### src/rtl/instr_fetch_pkg.sv
// -----------------------------------------------------------------------------
// instr_fetch_pkg
// Shared definitions for the instruction fetch unit:
//   - state_t     : fetch FSM state encodings (IDLE -> ISSUE -> DONE -> IDLE)
//   - NOP         : all-zero instruction word driven when nothing is issued
//   - FUNCT_*     : R-type funct field codes understood by the datapath
//   - rtype()     : helper that assembles an R-type instruction word
// -----------------------------------------------------------------------------
package instr_fetch_pkg;

  typedef enum logic [1:0] {
    S_IDLE  = 2'd0,
    S_ISSUE = 2'd1,
    S_DONE  = 2'd2
  } state_t;

  localparam logic [31:0] NOP = 32'h0000_0000;

  localparam logic [5:0] FUNCT_ADD = 6'h20;
  localparam logic [5:0] FUNCT_SUB = 6'h22;
  localparam logic [5:0] FUNCT_AND = 6'h24;
  localparam logic [5:0] FUNCT_OR  = 6'h25;
  localparam logic [5:0] FUNCT_XOR = 6'h26;
  localparam logic [5:0] FUNCT_NOR = 6'h27;
  localparam logic [5:0] FUNCT_SLT = 6'h2A;

  // Opcode 0, shamt 0: {op, rs, rt, rd, shamt, funct}
  function automatic logic [31:0] rtype(input logic [4:0] rs, input logic [4:0] rt,
                                        input logic [4:0] rd, input logic [5:0] funct);
    return {6'b0, rs, rt, rd, 5'b0, funct};
  endfunction

endpackage

### src/rtl/instr_fetch_if.sv
// -----------------------------------------------------------------------------
// instr_fetch_if
// Instruction issue channel between the fetch unit (master) and the datapath
// (slave). A word moves when instr_valid and instr_ready are both high on a
// rising clock edge.
//   instruction : DATA_W  master -> slave  instruction word
//   instr_valid : 1       master -> slave  instruction holds a valid word
//   instr_ready : 1       slave -> master  datapath accepts this cycle
//   pc          : ADDR_W  master -> slave  program address of instruction
// -----------------------------------------------------------------------------
interface instr_fetch_if #(
  parameter int ADDR_W = 4,
  parameter int DATA_W = 32
);
  logic [DATA_W-1:0] instruction;
  logic              instr_valid;
  logic              instr_ready;
  logic [ADDR_W-1:0] pc;

  modport master (output instruction, output instr_valid, output pc, input instr_ready);
  modport slave  (input instruction, input instr_valid, input pc, output instr_ready);
endinterface

### src/rtl/instr_mem.sv
// -----------------------------------------------------------------------------
// instr_mem
// Program RAM: DEPTH = 1<<ADDR_W words of DATA_W bits, one synchronous write
// port and one asynchronous read port. A read of the address being written in
// the same cycle returns the incoming word (write-first bypass).
//   clk       : clock, rising edge
//   we_i      : write strobe (already qualified by the caller)
//   wr_addr_i : write address
//   wr_data_i : write data
//   rd_addr_i : read address
//   rd_data_o : read data (combinational)
// -----------------------------------------------------------------------------
module instr_mem #(
  parameter int ADDR_W = 4,
  parameter int DATA_W = 32
) (
  input  logic              clk,
  input  logic              we_i,
  input  logic [ADDR_W-1:0] wr_addr_i,
  input  logic [DATA_W-1:0] wr_data_i,
  input  logic [ADDR_W-1:0] rd_addr_i,
  output logic [DATA_W-1:0] rd_data_o
);
  localparam int DEPTH = 1 << ADDR_W;

  logic [DATA_W-1:0] mem_q [DEPTH];

  // NOTE: the array has no reset branch on purpose; program contents survive
  // reset and a reset loop would prevent RAM inference.
  always_ff @(posedge clk) begin
    if (we_i) mem_q[wr_addr_i] <= wr_data_i;
  end

  assign rd_data_o = (we_i && (wr_addr_i == rd_addr_i)) ? wr_data_i : mem_q[rd_addr_i];

endmodule

### src/rtl/instr_fetch_unit.sv
// -----------------------------------------------------------------------------
// instr_fetch_unit
// Holds a loadable program and issues it in order over a valid/ready channel.
//   clk        : clock, rising edge
//   reset      : synchronous, active-high; aborts a run without a done pulse
//   wr_en_i    : program RAM write strobe (honoured in IDLE only)
//   wr_addr_i  : program RAM write address
//   wr_data_i  : instruction word to store
//   start_i    : begin issuing (sampled in IDLE)
//   prog_len_i : number of words to issue, clamped to DEPTH; sampled on start
//   instr_if   : master side of the instruction channel (instruction, valid,
//                ready, pc); instruction/valid/pc are registered
//   busy_o     : high while issuing
//   done_o     : one-cycle pulse after the last word of a pass transfers
// Build option: define LOOP_EN to repeat the program until a start seen while
// issuing requests a stop at the end of the current pass.
// -----------------------------------------------------------------------------
module instr_fetch_unit
  import instr_fetch_pkg::*;
#(
  parameter int ADDR_W = 4,
  parameter int DATA_W = 32
) (
  input  logic              clk,
  input  logic              reset,
  input  logic              wr_en_i,
  input  logic [ADDR_W-1:0] wr_addr_i,
  input  logic [DATA_W-1:0] wr_data_i,
  input  logic              start_i,
  input  logic [ADDR_W:0]   prog_len_i,
  instr_fetch_if.master     instr_if,
  output logic              busy_o,
  output logic              done_o
);
  localparam int              DEPTH   = 1 << ADDR_W;
  localparam logic [ADDR_W:0] LEN_MAX = (ADDR_W + 1)'(DEPTH);

  state_t            state_q, state_d;
  logic [ADDR_W-1:0] pc_q, pc_d;
  logic [ADDR_W:0]   len_q, len_d;
  logic [DATA_W-1:0] instr_q, instr_d;
  logic              valid_q, valid_d;
  logic              done_q, done_d;
`ifdef LOOP_EN
  logic              stop_q, stop_d;
`endif

  logic              mem_we;
  logic [ADDR_W-1:0] rd_addr;
  logic [DATA_W-1:0] rd_data;
  logic              xfer;
  logic              last_word;

  // Program may only change while nothing is being issued.
  assign mem_we = wr_en_i && (state_q == S_IDLE);

  instr_mem #(.ADDR_W(ADDR_W), .DATA_W(DATA_W)) u_mem (
    .clk       (clk),
    .we_i      (mem_we),
    .wr_addr_i (wr_addr_i),
    .wr_data_i (wr_data_i),
    .rd_addr_i (rd_addr),
    .rd_data_o (rd_data)
  );

  assign xfer      = valid_q && instr_if.instr_ready;
  // Compared at ADDR_W+1 bits so len==DEPTH ends at pc==DEPTH-1 without wrap.
  assign last_word = ({1'b0, pc_q} == (len_q - 1'b1));

  // NOTE: every output of this block gets a default first so no path leaves a
  // signal unassigned, which would otherwise infer a latch.
  always_comb begin
    state_d = state_q;
    pc_d    = pc_q;
    len_d   = len_q;
    instr_d = instr_q;
    valid_d = valid_q;
    done_d  = 1'b0;
    rd_addr = '0;
`ifdef LOOP_EN
    stop_d  = stop_q;
`endif

    unique case (state_q)
      S_IDLE: begin
`ifdef LOOP_EN
        stop_d = 1'b0;
`endif
        if (start_i) begin
          if (prog_len_i != '0) begin
            len_d   = (prog_len_i > LEN_MAX) ? LEN_MAX : prog_len_i;
            pc_d    = '0;
            instr_d = rd_data;     // rd_addr is 0 here; bypass covers a same-cycle write
            valid_d = 1'b1;
            state_d = S_ISSUE;
          end else begin
            state_d = S_DONE;
            done_d  = 1'b1;
          end
        end
      end

      S_ISSUE: begin
        // Prefetch the word that follows the one on the bus.
        rd_addr = last_word ? '0 : pc_q + 1'b1;
`ifdef LOOP_EN
        if (start_i) stop_d = 1'b1;
`endif
        if (xfer) begin
          if (!last_word) begin
            pc_d    = pc_q + 1'b1;
            instr_d = rd_data;
          end else begin
            done_d = 1'b1;
`ifdef LOOP_EN
            if (stop_q || start_i) begin
              valid_d = 1'b0;
              instr_d = DATA_W'(NOP);
              state_d = S_DONE;
            end else begin
              pc_d    = '0;
              instr_d = rd_data;
            end
`else
            valid_d = 1'b0;
            instr_d = DATA_W'(NOP);
            state_d = S_DONE;
`endif
          end
        end
      end

      S_DONE: state_d = S_IDLE;

      default: state_d = S_IDLE;
    endcase
  end

  // NOTE: state registers use non-blocking assignments so every register
  // samples the pre-edge value of every other register.
  always_ff @(posedge clk) begin
    if (reset) begin
      state_q <= S_IDLE;
      pc_q    <= '0;
      len_q   <= '0;
      instr_q <= '0;
      valid_q <= 1'b0;
      done_q  <= 1'b0;
`ifdef LOOP_EN
      stop_q  <= 1'b0;
`endif
    end else begin
      state_q <= state_d;
      pc_q    <= pc_d;
      len_q   <= len_d;
      instr_q <= instr_d;
      valid_q <= valid_d;
      done_q  <= done_d;
`ifdef LOOP_EN
      stop_q  <= stop_d;
`endif
    end
  end

  assign instr_if.instruction = instr_q;
  assign instr_if.instr_valid = valid_q;
  assign instr_if.pc          = pc_q;
  assign busy_o               = (state_q == S_ISSUE);
  assign done_o               = done_q;

endmodule
### src/flat_wrapper.sv
// flat-port wrapper written by rule: the top's interface ports become plain ports
module instr_fetch_unit_flat import instr_fetch_pkg::*;
#(
  parameter int ADDR_W = 4,
  parameter int DATA_W = 32
)
  (clk, reset, wr_en_i, wr_addr_i, wr_data_i, start_i, prog_len_i, busy_o, done_o, instr_if_instruction, instr_if_instr_valid, instr_if_pc, instr_if_instr_ready);
  instr_fetch_if #(.ADDR_W(ADDR_W), .DATA_W(DATA_W)) instr_if_i ();
  input  logic clk;
  input  logic reset;
  input  logic wr_en_i;
  input  logic [ADDR_W-1:0] wr_addr_i;
  input  logic [DATA_W-1:0] wr_data_i;
  input  logic start_i;
  input  logic [ADDR_W:0] prog_len_i;
  output logic busy_o;
  output logic done_o;
  output wire logic [$bits(instr_if_i.instruction)-1:0] instr_if_instruction;
  output wire logic [$bits(instr_if_i.instr_valid)-1:0] instr_if_instr_valid;
  output wire logic [$bits(instr_if_i.pc)-1:0] instr_if_pc;
  input wire logic [$bits(instr_if_i.instr_ready)-1:0] instr_if_instr_ready;
  assign instr_if_instruction = instr_if_i.instruction;
  assign instr_if_instr_valid = instr_if_i.instr_valid;
  assign instr_if_pc = instr_if_i.pc;
  assign instr_if_i.instr_ready = instr_if_instr_ready;
  instr_fetch_unit #(.ADDR_W(ADDR_W), .DATA_W(DATA_W)) u_core (.clk(clk), .reset(reset), .wr_en_i(wr_en_i), .wr_addr_i(wr_addr_i), .wr_data_i(wr_data_i), .start_i(start_i), .prog_len_i(prog_len_i), .instr_if(instr_if_i), .busy_o(busy_o), .done_o(done_o));
endmodule
### config.mk
export PLATFORM = sky130hd
export DESIGN_NAME = instr_fetch_unit_flat
export DESIGN_NICKNAME = d
export VERILOG_FILES = /design/src/rtl/instr_fetch_pkg.sv /design/src/rtl/instr_fetch_if.sv /design/src/rtl/instr_mem.sv /design/src/rtl/instr_fetch_unit.sv /design/src/flat_wrapper.sv
export SDC_FILE = /design/constraint.sdc
export NUM_CORES = 1
export LEC_CHECK = 0
export CAP_MARGIN = 20
export CORE_MARGIN = 5
export CORE_UTILIZATION = 60
export DETAILED_ROUTE_END_ITERATION = 6
export PLACE_DENSITY = 0.79
export SYNTH_ARGS = -nofsm -noshare
export SYNTH_HDL_FRONTEND = slang
export SYNTH_SLANG_ARGS = --single-unit
### constraint.sdc
create_clock -name clk -period 6.5 [get_ports clk]
set_clock_uncertainty 0.1 [all_clocks]
set_input_delay 1.3 -clock clk [delete_from_list [all_inputs] [get_ports clk]]
set_output_delay 1.3 -clock clk [all_outputs]
set_load 0.005 [all_outputs]
After elaboration in Yosys (flattened, before gate mapping)
Memory sizes are Yosys's and may differ from the RTL's.
Cells that the tools add are included.
Operators by class
  muxes and demuxes: 31
  reductions and logical operators: 11
  $lt $le $gt $ge: 1
  $add $sub $neg: 2
  equal/unequal tests: 8
Operators with widths (count)
  two-way mux 32 bit: 5
  case mux 32 bit (2 select lines): 1
  two-way mux 4 bit: 6
  two-way mux 1 bit: 10
  AND reduction 5 bit: 2
  two-way mux 2 bit: 4
  case mux 4 bit (2 select lines): 1
  inequality test 2 bit, second input constant: 3
  AND reduction 3 bit: 2
  == test 4 x 5 -> 1 bit: 1
  > comparator 5 bit, second input constant: 1
  two-way mux 5 bit: 1
  nonzero test 5 bit: 1
  subtractor 5 x 1 -> 5 bit, second input constant: 1
  adder 4 x 1 -> 4 bit, second input constant: 1
  == test 4 bit: 1
  inequality test 2 x 1 -> 1 bit, second input constant: 2
  case mux 1 bit (2 select lines): 2
  case mux 2 bit (2 select lines): 1
  AND reduction 4 bit: 1
  logical AND 1 bit: 3
  == test 2 x 1 -> 1 bit, second input constant: 1
  zero test 2 bit: 1
  nonzero test 2 bit: 1
Word-level totals
  flip-flop bits (word level): 45
  logic and storage cells: 60
  bits of input ports: 46
  output and inout bits: 39
  bits in writable memories: 512
  memories: 1
Memories
  u_core.u_mem.mem_q: words 16, width 32, read ports 1, clocked after Yosys merged registers in 0, wr ports 1, RTL line instr_mem.sv:26  | logic [DATA_W-1:0] mem_q [DEPTH];

Depth between registers and ports, before layout
  word-level depth: 10
  depth in mapped cells: 11
  mapped depth without buffers: 9

Hierarchy
From an unflattened synthesis, not the netlist that was laid out.
Unflattened totals
  cell total of the unflattened synthesis: 1087
  area, all modules: 21630.7 um2
By module, submodules not included
  instr_mem: instances 1, area an instance 19615.1 um2, cells an instance 847, sequential area each 15374.7 um2
  instr_fetch_unit: instances 1, area an instance 2015.7 um2, cells an instance 240, sequential area each 900.9 um2

Worst setup path before layout
No wires, ideal clock.
  kind: input to register
  start point: input wr_addr_i[1]
  end point: memory u_core.u_mem.mem_q[1][0] (enable)
  data required time: 5.939 ns
  buffers on the path: 0
  setup slack: 2.053 ns
  setup time: 0.461 ns
  stages on the path: 3
  arrival: 3.886 ns
  path through: nor4b_2 -> nand2_1 -> nor3_1
RTL lines
  start: declaration: RTL line flat_wrapper.sv:12  | input logic [ADDR_W-1:0] wr_addr_i;
  end: declaration: RTL line instr_mem.sv:26
Straight into the memory's write port.

Worst setup path after layout
  start point: input prog_len_i[2]
  end point: register u_core.instr_q[30] (netlist: u_core.instr_if.instruction[30])
Between the ends
  word-level cells in the longest chain between the ends: 3
Ends and longest elaborated chain
  start: declaration: RTL line flat_wrapper.sv:15  | input logic [ADDR_W:0] prog_len_i;
  nonzero test 5 bit: RTL line instr_fetch_unit.sv:90  | if (prog_len_i != '0) begin
  inequality test 2 bit (no line)
  AND reduction 4 bit (no line)
  end signal: assignment: RTL line instr_fetch_unit.sv:156  | instr_q <= instr_d;
  end: declaration: RTL line instr_fetch_unit.sv:41  | logic [DATA_W-1:0] instr_q, instr_d;
No other way between the ends.
A chain may end at the register's enable or synchronous reset.

==> flow_metrics.tcl <==
set metrics [dict create \
    post-route-period-util_pct 60.59 \
    hold_path_class "reg -> reg" \
    wl_per_cell_microns 26.97 \
    drtAntennaViolNets 0 \
    path_clk_slew_ns 0.06 \
    cap_violations 0 \
    maxSlewViolCount 0 \
    worstSetupPathType "in -> reg" \
    avgSynthCellArea_sq_um 15.32 \
    grt.total_usage_pct 26.75 \
    gp_congestion 0.7926 \
    final_common_cell "edfxtp_1" \
    synth_warnings 0 \
    drt_iter0_markers 1808 \
    yosysUniqueCellTypes 58 \
    pre_cts_ws_ns 1.808 \
    layout-drive-gt1-share_pct 12.74 \
    cts_tree "done" \
    leakage_nw 8.255 \
    insertion_delay_ns 0.61 \
    seq_power_share_pct 53.0 \
    power_frac_comb_pct 6.1 \
    root_buffer "clkbuf_16" \
    yosysSeqAreaShare_pct 73.06 \
    cp_max_fo 32 \
    floorplan.die.width_microns 202.7 \
    hold_violations 0 \
    setup_ws_ns 2.562 \
    grt_pass1_wl_mm 83.10 \
    tightestPinTransition_ns 0.9920 \
    powerDensity_nw_per_um2 295.7 \
    rsz0062_at_grt "no" \
    async_flop_share_pct 0 \
    via_per_inst 6.728 \
    power_mw 7.554 \
    grt_pass1_vias 13910 \
    nets 1588 \
    cts-resized-gates 0 \
    start_util_pct 60.85 \
    cts_buffer_depth 3 \
    min_period_ns 3.938 \
    grt_max_degree 84 \
    final_cell_mix "edfxtp_1 (512), clkdlybuf4s50_1 (84), o21ai_0 (83), nand2_1 (69), inv_1 (57)" \
    wirelength_mm 55.39 \
    synth_nets 1502 \
    tns_ns 0 \
    switching_share_pct 21.54 \
    cp.arrival_ns 4.33 \
    portBuffers 84 \
    diodes 0 \
    internal_power_mw 5.927 \
    antenna_found_initial 0 \
    status "completed" \
    synthesis.area_sq_um 22280 \
    coreArea_sq_um 36610 \
    drc 0 \
    postCtsHoldBufs 0 \
    synth-edff-count 512 \
    die-height_microns 202.7 \
    whs_path_depth 2 \
    synthCells 1454 \
    synthFlopType "edfxtp_1" \
    synth-seq-cells 557 \
    dieArea_sq_um 41080 \
    clock_power_share_pct 40.9 \
    overflow 0 \
    syn_to_final_growth_pct 14.65 \
    reg2reg_depth 7 \
    via_count 13820 \
    postCtsSetupRepairBufs 0 \
    ir_drop_v 0.0002267 \
    cts_buffers 55 \
    end_kind "flip-flop" \
    hpwl_mm 29.11 \
    crit_required_ns 6.89 \
    drt_pass1_iterations 6 \
    clkSinkCount 557 \
    p_switching_mw 1.627 \
    io_pins 85 \
    cp-start-kind "primary input" \
    num_rows 70 \
    relSlewSlack_pct 33.87 \
    setup_viol 0 \
    htree_num_levels 2 \
    max_freq_mhz 253.9 \
]
==> metrics by stage <==
stage                     area, sq um  hold slack, ns  cells  utilization [%]
after floorplan                 22280          0.3495   1454                -
after global placement          23690          0.3623   1948            64.72
after detailed placement        23690          0.3594   1948            64.72
after CTS                       25480          0.3686   2051            69.60
after global routing            25540          0.4026   2054            69.77
final                           25540          0.3726   2054            69.77
==> path summary, 6_finish.rpt <==
path / from / to / slack (ns)
max reg2reg: u_core.instr_if.pc[0]$_SDFFE_PP0P_ / u_core.instr_if.instruction[14]$_SDFFE_PP0P_ / 2.56
min: u_core.instr_if.instruction[25]$_SDFFE_PP0P_ / u_core.instr_if.instruction[25]$_SDFFE_PP0P_ / 0.37
max: prog_len_i[2] / u_core.instr_if.instruction[30]$_SDFFE_PP0P_ / 2.56
min reg2reg: u_core.instr_if.instruction[25]$_SDFFE_PP0P_ / u_core.instr_if.instruction[25]$_SDFFE_PP0P_ / 0.37
==> power groups by stage <==
| stage | Sequential (mW) | Clock, mW | Combinational (mW) |
|---|---|---|---|
| 6_report | 4.00 | 3.09 | 0.463 |
| 5_1_grt | 4.00 | 3.29 | 0.494 |
| 4_1_cts | 4.00 | 3.12 | 0.455 |
| 3_5_place_dp | 4.08 | 0 | 0.452 |
| 3_3_place_gp | 4.08 | 0 | 0.434 |
| 2_1_floorplan | 4.06 | 0 | 0.247 |
==> sequential cells by signal, indices dropped and copies added (netlist names) <==
| name | flops |
|---|---|
| u_core.instr_if.instr_valid | 1 |
| u_core.instr_if.instruction | 32 |
| u_core.len_q | 5 |
| u_core.instr_if.pc | 4 |
| u_core.state_q | 2 |
| u_core.u_mem.mem_q | 512 |
| u_core.done_o | 1 |
==> logic make-up (layout without fill, tap and decap cells) <==
logic type	after synthesis	in the layout	synth area share, %
flops	557	557	73.06
compound gates	412	412	12.90
simple gates	234	234	5.077
buf+inv	151	283	2.993
mux	90	90	5.543
xor+xnor	8	8	0.3145
fa+ha+maj	2	2	0.1123
==> synthesized netlist by cell type (4+ instances only) <==
library cell    n  area share [%]
o21ai_1        13            0.29
a31oi_1         8            0.22
buf_1           4           0.067
nor3b_1         4            0.13
xnor2_1         5            0.20
and3_1         24            0.67
o221ai_1       24            0.94
mux2_2         27             1.4
nand4b_1        4            0.16
mux2i_1        39             1.8
a211oi_1       30             1.0
o2bb2ai_1      24            0.94
dfxtp_1        45             4.0
mux4_2         24             2.4
nand2_1        69             1.2
o22a_1         24            0.94
buf_6           6            0.30
a21o_1         23            0.78
buf_4           6            0.20
o311a_1         7            0.31
buf_2          24            0.54
o31ai_1        52             1.8
edfxtp_1      512              69
nand3_1         4           0.090
a21oi_1        35            0.79
a2bb2oi_1      23            0.90
o21ai_0        83             1.9
o22ai_1        46             1.3
o211ai_1        4            0.13
inv_1          57            0.96
clkbuf_1       51            0.86
nand2b_1       29            0.81
nor3_1         17            0.38
nor2_1         67             1.1
==> layout make-up <==
cell class                 instances  area, sq um
clock buffer                      82         1598
clock inverter                    21        191.4
fill                            2298        11070
inverter                          58        217.7
multi-input combinational        746         5507
sequential                       557        16280
tap                              468        585.6
timing repair buffer             122         1164
==> critical path, stage by stage <==
cell             delay (ns)
clkdlybuf4s50_1        0.41
or4_1                  0.55
o211ai_1               0.69
o21ai_1                0.30
o21ai_1                0.27
nor2_2                 0.05
buf_4                  0.32
o21a_1                 0.18
a32o_1                 0.25
==> metal layers <==
layer	GRT usage (%)	share of wire, %
met5	0	0
met3	5.830	11
met1	36.84	37
met2	42.10	47
met4	11.23	4.5
Power figures use the tool's default switching activity.
